==> src/rtl/muldiv_iter.sv <==
// Iterative RV32M multiply/divide unit.
// One request in flight: IDLE accepts, BUSY iterates 32 times (shift-add
// multiply or restoring divide, one bit per cycle), DONE holds the result
// until the consumer takes it. Divide-by-zero and signed overflow can
// optionally short-circuit straight to DONE.
module muldiv_iter #(
  parameter bit EARLY_OUT = 1'b1
) (
  input  logic        clk_i,
  input  logic        rst_n_i,
  input  logic        flush_i,
  input  logic        req_valid_i,
  output logic        req_ready_o,
  input  logic [2:0]  req_op_i,
  input  logic [31:0] req_in1_i,
  input  logic [31:0] req_in2_i,
  output logic        resp_valid_o,
  input  logic        resp_ready_i,
  output logic [31:0] resp_out_o,
  output logic        busy_o
);

  // funct3 encodings of the M extension
  localparam logic [2:0] OP_MUL    = 3'd0;
  localparam logic [2:0] OP_MULH   = 3'd1;
  localparam logic [2:0] OP_MULHSU = 3'd2;
  localparam logic [2:0] OP_MULHU  = 3'd3;
  localparam logic [2:0] OP_DIV    = 3'd4;
  localparam logic [2:0] OP_DIVU   = 3'd5;
  localparam logic [2:0] OP_REM    = 3'd6;
  localparam logic [2:0] OP_REMU   = 3'd7;

  typedef enum logic [1:0] {
    S_IDLE = 2'd0,
    S_BUSY = 2'd1,
    S_DONE = 2'd2
  } state_t;

  state_t      state_q, state_n;
  logic [2:0]  op_q;
  logic        neg_q;     // final result must be negated
  logic [4:0]  cnt_q;     // iteration index 0..31
  logic [31:0] hi_q;      // mul: product high half / div: partial remainder
  logic [31:0] lo_q;      // mul: multiplier shifting out / div: dividend in, quotient out
  logic [31:0] opnd_q;    // mul: multiplicand magnitude / div: divisor magnitude
  logic [31:0] res_q;

  logic accept, step, finish;

  // ---------------------------------------------------------------------
  // Request decode, only meaningful on the accept edge
  // ---------------------------------------------------------------------
  logic        s1_sgn, s2_sgn, s1, s2;
  logic        is_div, is_rem, div_zero, div_ovf, early, neg_in;
  logic [31:0] mag1, mag2, early_res;

  // operand signs, magnitudes, result sign and the early-out shortcut value
  always_comb begin
    s1_sgn   = (req_op_i == OP_MUL) || (req_op_i == OP_MULH) || (req_op_i == OP_MULHSU) ||
               (req_op_i == OP_DIV) || (req_op_i == OP_REM);
    s2_sgn   = (req_op_i == OP_MUL) || (req_op_i == OP_MULH) ||
               (req_op_i == OP_DIV) || (req_op_i == OP_REM);
    s1       = s1_sgn & req_in1_i[31];
    s2       = s2_sgn & req_in2_i[31];
    mag1     = s1 ? (32'd0 - req_in1_i) : req_in1_i;
    mag2     = s2 ? (32'd0 - req_in2_i) : req_in2_i;
    is_div   = req_op_i[2];
    is_rem   = req_op_i[2] & req_op_i[1];
    div_zero = (req_in2_i == 32'd0);
    div_ovf  = ((req_op_i == OP_DIV) || (req_op_i == OP_REM)) &&
               (req_in1_i == 32'h8000_0000) && (req_in2_i == 32'hFFFF_FFFF);
    // A zero divisor yields an all-ones quotient magnitude; forcing the
    // quotient sign off keeps DIV x/0 at 0xFFFFFFFF for negative x too.
    if (is_rem)      neg_in = s1;
    else if (is_div) neg_in = (s1 ^ s2) & ~div_zero;
    else             neg_in = s1 ^ s2;
    early     = EARLY_OUT && is_div && (div_zero || div_ovf);
    if (div_zero)    early_res = is_rem ? req_in1_i : 32'hFFFF_FFFF;
    else             early_res = is_rem ? 32'd0 : 32'h8000_0000;
  end

  // ---------------------------------------------------------------------
  // One iteration step
  // ---------------------------------------------------------------------
  logic [32:0] mul_sum, div_sh, div_diff;
  logic        div_ge;
  logic [31:0] hi_n, lo_n;

  // shift-add multiply or restoring divide, selected by the latched op
  always_comb begin
    mul_sum  = {1'b0, hi_q} + (lo_q[0] ? {1'b0, opnd_q} : 33'd0);
    div_sh   = {hi_q, lo_q[31]};
    div_diff = div_sh - {1'b0, opnd_q};
    // partial remainder stays below the divisor (or is a dividend prefix
    // when dividing by zero), so bit 32 of the difference is the borrow
    div_ge   = ~div_diff[32];
    if (op_q[2]) begin
      hi_n = div_ge ? div_diff[31:0] : div_sh[31:0];
      lo_n = {lo_q[30:0], div_ge};
    end else begin
      hi_n = mul_sum[32:1];
      lo_n = {mul_sum[0], lo_q[31:1]};
    end
  end

  // ---------------------------------------------------------------------
  // Final sign fix-up and result selection, taken from the last step
  // ---------------------------------------------------------------------
  logic [63:0] prod;
  logic [31:0] quo, rmd, fin_res;

  // apply result sign and pick the half / quotient / remainder per op
  always_comb begin
    prod = neg_q ? (64'd0 - {hi_n, lo_n}) : {hi_n, lo_n};
    quo  = neg_q ? (32'd0 - lo_n) : lo_n;
    rmd  = neg_q ? (32'd0 - hi_n) : hi_n;
    case (op_q)
      OP_MUL:                       fin_res = prod[31:0];
      OP_MULH, OP_MULHSU, OP_MULHU: fin_res = prod[63:32];
      OP_DIV, OP_DIVU:              fin_res = quo;
      default:                      fin_res = rmd;
    endcase
  end

  // ---------------------------------------------------------------------
  // Control FSM
  // ---------------------------------------------------------------------
  // state register
  always_ff @(posedge clk_i or negedge rst_n_i) begin
    if (!rst_n_i) state_q <= S_IDLE;
    else          state_q <= state_n;
  end

  // next state, datapath enables and handshake outputs; flush overrides all
  always_comb begin
    state_n      = state_q;
    accept       = 1'b0;
    step         = 1'b0;
    finish       = 1'b0;
    req_ready_o  = (state_q == S_IDLE);
    resp_valid_o = (state_q == S_DONE);
    busy_o       = (state_q != S_IDLE);
    case (state_q)
      S_IDLE: begin
        if (req_valid_i) begin
          accept  = 1'b1;
          state_n = early ? S_DONE : S_BUSY;
        end
      end
      S_BUSY: begin
        step = 1'b1;
        if (cnt_q == 5'd31) begin
          finish  = 1'b1;
          state_n = S_DONE;
        end
      end
      S_DONE: begin
        if (resp_ready_i) state_n = S_IDLE;
      end
      default: state_n = S_IDLE;
    endcase
    if (flush_i) begin
      state_n = S_IDLE;
      accept  = 1'b0;
      step    = 1'b0;
      finish  = 1'b0;
    end
  end

  // ---------------------------------------------------------------------
  // Datapath registers
  // ---------------------------------------------------------------------
  // latch operands on accept, iterate while busy, capture result at the end
  always_ff @(posedge clk_i or negedge rst_n_i) begin
    if (!rst_n_i) begin
      op_q   <= 3'd0;
      neg_q  <= 1'b0;
      cnt_q  <= 5'd0;
      hi_q   <= 32'd0;
      lo_q   <= 32'd0;
      opnd_q <= 32'd0;
      res_q  <= 32'd0;
    end else if (accept) begin
      op_q   <= req_op_i;
      neg_q  <= neg_in;
      cnt_q  <= 5'd0;
      hi_q   <= 32'd0;
      lo_q   <= is_div ? mag1 : mag2;
      opnd_q <= is_div ? mag2 : mag1;
      if (early) res_q <= early_res;
    end else if (step) begin
      cnt_q <= cnt_q + 5'd1;
      hi_q  <= hi_n;
      lo_q  <= lo_n;
      if (finish) res_q <= fin_res;
    end
  end

  assign resp_out_o = res_q;

endmodule
==> config.mk <==
export PLATFORM = sky130hd
export DESIGN_NAME = muldiv_iter
export DESIGN_NICKNAME = d
export VERILOG_FILES = /design/src/rtl/muldiv_iter.sv
export SDC_FILE = /design/constraint.sdc
export NUM_CORES = 1
export LEC_CHECK = 0
export ABC_CLOCK_PERIOD_IN_PS = 6400
export CAP_MARGIN = 40
export CORE_MARGIN = 2
export CORE_UTILIZATION = 40
export DETAILED_ROUTE_END_ITERATION = 10
export HOLD_SLACK_MARGIN = 0.1
export PLACE_DENSITY = 0.69
export SYNTH_ARGS = -nofsm -noshare
export SYNTH_HDL_FRONTEND = slang
export SYNTH_SLANG_ARGS = --single-unit
==> constraint.sdc <==
create_clock -name clk_i -period 6.4 [get_ports clk_i]
set_clock_uncertainty 0.1 [all_clocks]
set_input_delay 0.64 -clock clk_i [delete_from_list [all_inputs] [get_ports clk_i]]
set_output_delay 0.64 -clock clk_i [all_outputs]
set_load 0.05 [all_outputs]
==> flow_summary_export.csv <==
group,metric,value,unit
power_and_ir_drop,leakagePower,7.400,nW
worst_setup_path,crit_fanout,6,
logic_synthesis,avgSynthCellArea,7.267,um2
routing,ant_nets,0,
sta,finalSetupViolCount,0,
logic_synthesis,synthAdderAreaFrac,5.640,%
sta,finalCritPeriodShare,88.64,%
routing,route.detailed.drc,0,
floorplan,ios,107,
sta,slew_headroom,31.55,%
min_path,hp-class,"flip-flop to flip-flop",
logic_synthesis,ys_warn_count,0,
routing,route.vias.total,18423,
cts,cts_root_buf,"clkbuf_16",
floorplan,dieHeight,206.9,um
logic_synthesis,synth-simple-area-share,24.07,%
final_layout,areaGrowthSynthToFinish,13.17,%
cts,cts_made_buffers,17,
cts,cts_sinks,139,
placement,gp_congestion,1.014,
global_route,globalRoute.totalOverflow,0,
logic_synthesis,synthXorXnorAreaFrac,8.035,%
floorplan,fp.coreArea,40740,um2
outcome,status,"completed",
placement,dp_hpwl,54.35,mm
global_route,antenna_found_initial,4,
logic_synthesis,ys_types,109,
cts,path_clk_slew,0.07,ns
final_layout,n_fill_cell,4168,
cts,post_cts_buffers,0,
logic_synthesis,synth_top_family_by_area,"compound AO/OA/AOI/OAI gates",
logic_synthesis,async_flop_share,100.0,%
worst_setup_path,endpoint_kind,"flip-flop",
final_layout,final_cell_mix,"nand2_1 (259), o21ai_0 (226), a21oi_1 (222)",
sta,hold_viol,0,
sta,final_max_slew_viol_count,0,
routing,routedWlPerCell,24.38,um
logic_synthesis,synth_nets,2410,
worst_setup_path,worstSetupPathType,"flip-flop to flip-flop",
sta,layout_min_cycle_time,5.673,ns
final_layout,layout_commonest_cell,"nand2_1",
sta,hold_ws,0.3994,ns
routing,drtIter0Drc,2322,
final_layout,nNetsFinal,2451,
final_layout,regArea,3483,um2
sta,setup_ws,0.7273,ns
final_layout,multi_input_area,12150,um2
power_and_ir_drop,power_density,489.8,nW/um2
global_route,grt_pass1_wl,103.1,mm
worst_setup_path,cp.required,6.63,ns
sta,tns,0,ns
logic_synthesis,synth_compound_area_share,32.79,%
cts,clockBufferDepth,2,
final_layout,drive_above_1_share,7.158,%
sta,tightest_slew,1.021,ns
routing,routed_via_density,6.460,
cts,cts.htree.levels,4,
floorplan,die_w,206.9,um
logic_synthesis,synth_mux_area_share,3.170,%
logic_synthesis,syn-cell-area,16460,um2
floorplan,dieArea,42790,um2
logic_synthesis,ys.flop_type,"dfrtp_1",
routing,finalWirelength,69.54,mm
worst_setup_path,setup.reg_to_reg.worst_slack,0.73,ns
logic_synthesis,synth-seq-cells,139,
logic_synthesis,synth-seq-area-share,21.13,%
global_route,grt_pass1_vias,16976,
cts,cts_tree,"done",
placement,port-buffer-count,106,
sta,fmax,0.1763,GHz
floorplan,rows,74,
worst_setup_path,cp.arrival,5.90,ns
sta,rsz0062_at_grt,"no",
routing,first_pass_iters,6,
placement,dp_slack,0.8253,ns
logic_synthesis,syn_inst,2265,
cts,insertion_delay,0.45,ns
global_route,grt_usage,32.02,%
worst_setup_path,startpoint_type,"flip-flop",
global_route,grt_max_degree,91,
power_and_ir_drop,vdd_drop_max,295.3,uV
logic_synthesis,synth_edf_count,0,
run,maxCapViolCount,0,
floorplan,initial_core_util,40.40,%
-- per-stage QoR --
step	std cells	instance area, um2	utilization, %	power, mW
2_1_floorplan	2265	16460	-	5.804
3_3_place_gp	2814	18000	44.19	7.867
3_5_place_dp	2818	18070	44.35	7.911
4_1_cts	2851	18620	45.72	8.913
5_1_grt	2851	18620	45.72	9.623
6_report	2852	18630	45.72	9.123
-- layer usage --
metal / wire length, um / GRT usage (%)
met5: 0 / 0
met4: 4097 / 17.07
met3: 6104 / 5.651
met2: 30560 / 49.48
met1: 28770 / 42.59
-- cells in the mapped netlist (52+ instances only) --
master / number / share of area (%)
nand2_1: 260 / 5.9
o21ai_0: 226 / 6.9
a21oi_1: 222 / 6.8
nor2_1: 198 / 4.5
dfrtp_1: 139 / 21
clkbuf_1: 103 / 2.3
xor2_1: 76 / 4.0
xnor2_1: 75 / 4.0
ha_1: 71 / 5.4
inv_1: 67 / 1.5
o211ai_1: 67 / 3.1
nor3_1: 58 / 1.8
and2_1: 52 / 2.0
-- cells by family (layout without fill, tap and decap cells) --
group           count (synthesis)  in the layout
compound gates                832            832
xor+xnor                      151            151
flops                         139            139
mux                            51             51
fa+ha+maj                      73             73
other cells                     0              1
simple gates                  810            810
buf+inv                       209            263
-- flip-flops by register name, summed over array words and instances, names as in the netlist --
| register | cells |
|---|---|
| state_q | 2 |
| hi_q | 32 |
| cnt_q | 5 |
| opnd_q | 32 |
| op_q | 3 |
| neg_q | 1 |
| resp_out_o | 32 |
| lo_q | 32 |
-- power by group --
| part | internal (mW) | leakage, nW | switching [mW] |
|---|---|---|---|
| clock network | 0.543 | 0.267 | 0.427 |
| registers | 1.09 | 1.78 | 0.313 |
| logic | 2.31 | 5.35 | 4.43 |
| total | 3.95 | 7.40 | 5.17 |
-- critical path: stages (launching register included) --
cell and delay [ns]:
dfrtp_1 0.45, inv_1 0.09, ha_1 0.17, inv_1 0.06, fa_1 0.45, a211oi_4 0.29
o31ai_4 0.14, o211ai_2 0.24, a21o_4 0.20, nand3_2 0.09, nand2_1 0.11, nor2_1 0.15
nor2_1 0.20, ha_1 0.26, nand2_1 0.09, nor4_1 0.25, nand4b_1 0.26, o31a_1 0.33
a31oi_1 0.16, nand2_1 0.19, o41ai_1 0.43, a21boi_0 0.44, or3_1 0.17, o2111a_1 0.18
a21oi_1 0.07
-- final cells by class --
cell class,count,share of cell area (%)
diodes,1,0.01343
clock buffers,21,2.418
clock inverters,11,0.5172
inverters,69,1.390
multi-input cells,1917,65.23
flip-flops and latches,139,18.70
well taps,532,3.574
repair buffers,162,8.155
-- final timing paths --
check | from | to | depth (start not counted)
min in group asynchronous | rst_n_i | opnd_q[16] | 2
worst max register to register | lo_q[31] | resp_out_o[22] | 24
worst min-delay path | resp_out_o[8] | resp_out_o[8] | 2
worst min register to register | resp_out_o[8] | resp_out_o[8] | 2
worst max-delay path | lo_q[31] | resp_out_o[22] | 24
max in group asynchronous | rst_n_i | op_q[2] | 3
-- repair_timing --
| action | in CTS | in global routing |
|---|---|---|
| hold endpoints to repair | 20 | 0 |
| gates resized for setup | 0 | 0 |
| hold buffers | 1 | 0 |
Note: power is estimated with default switching activity, not from simulation.
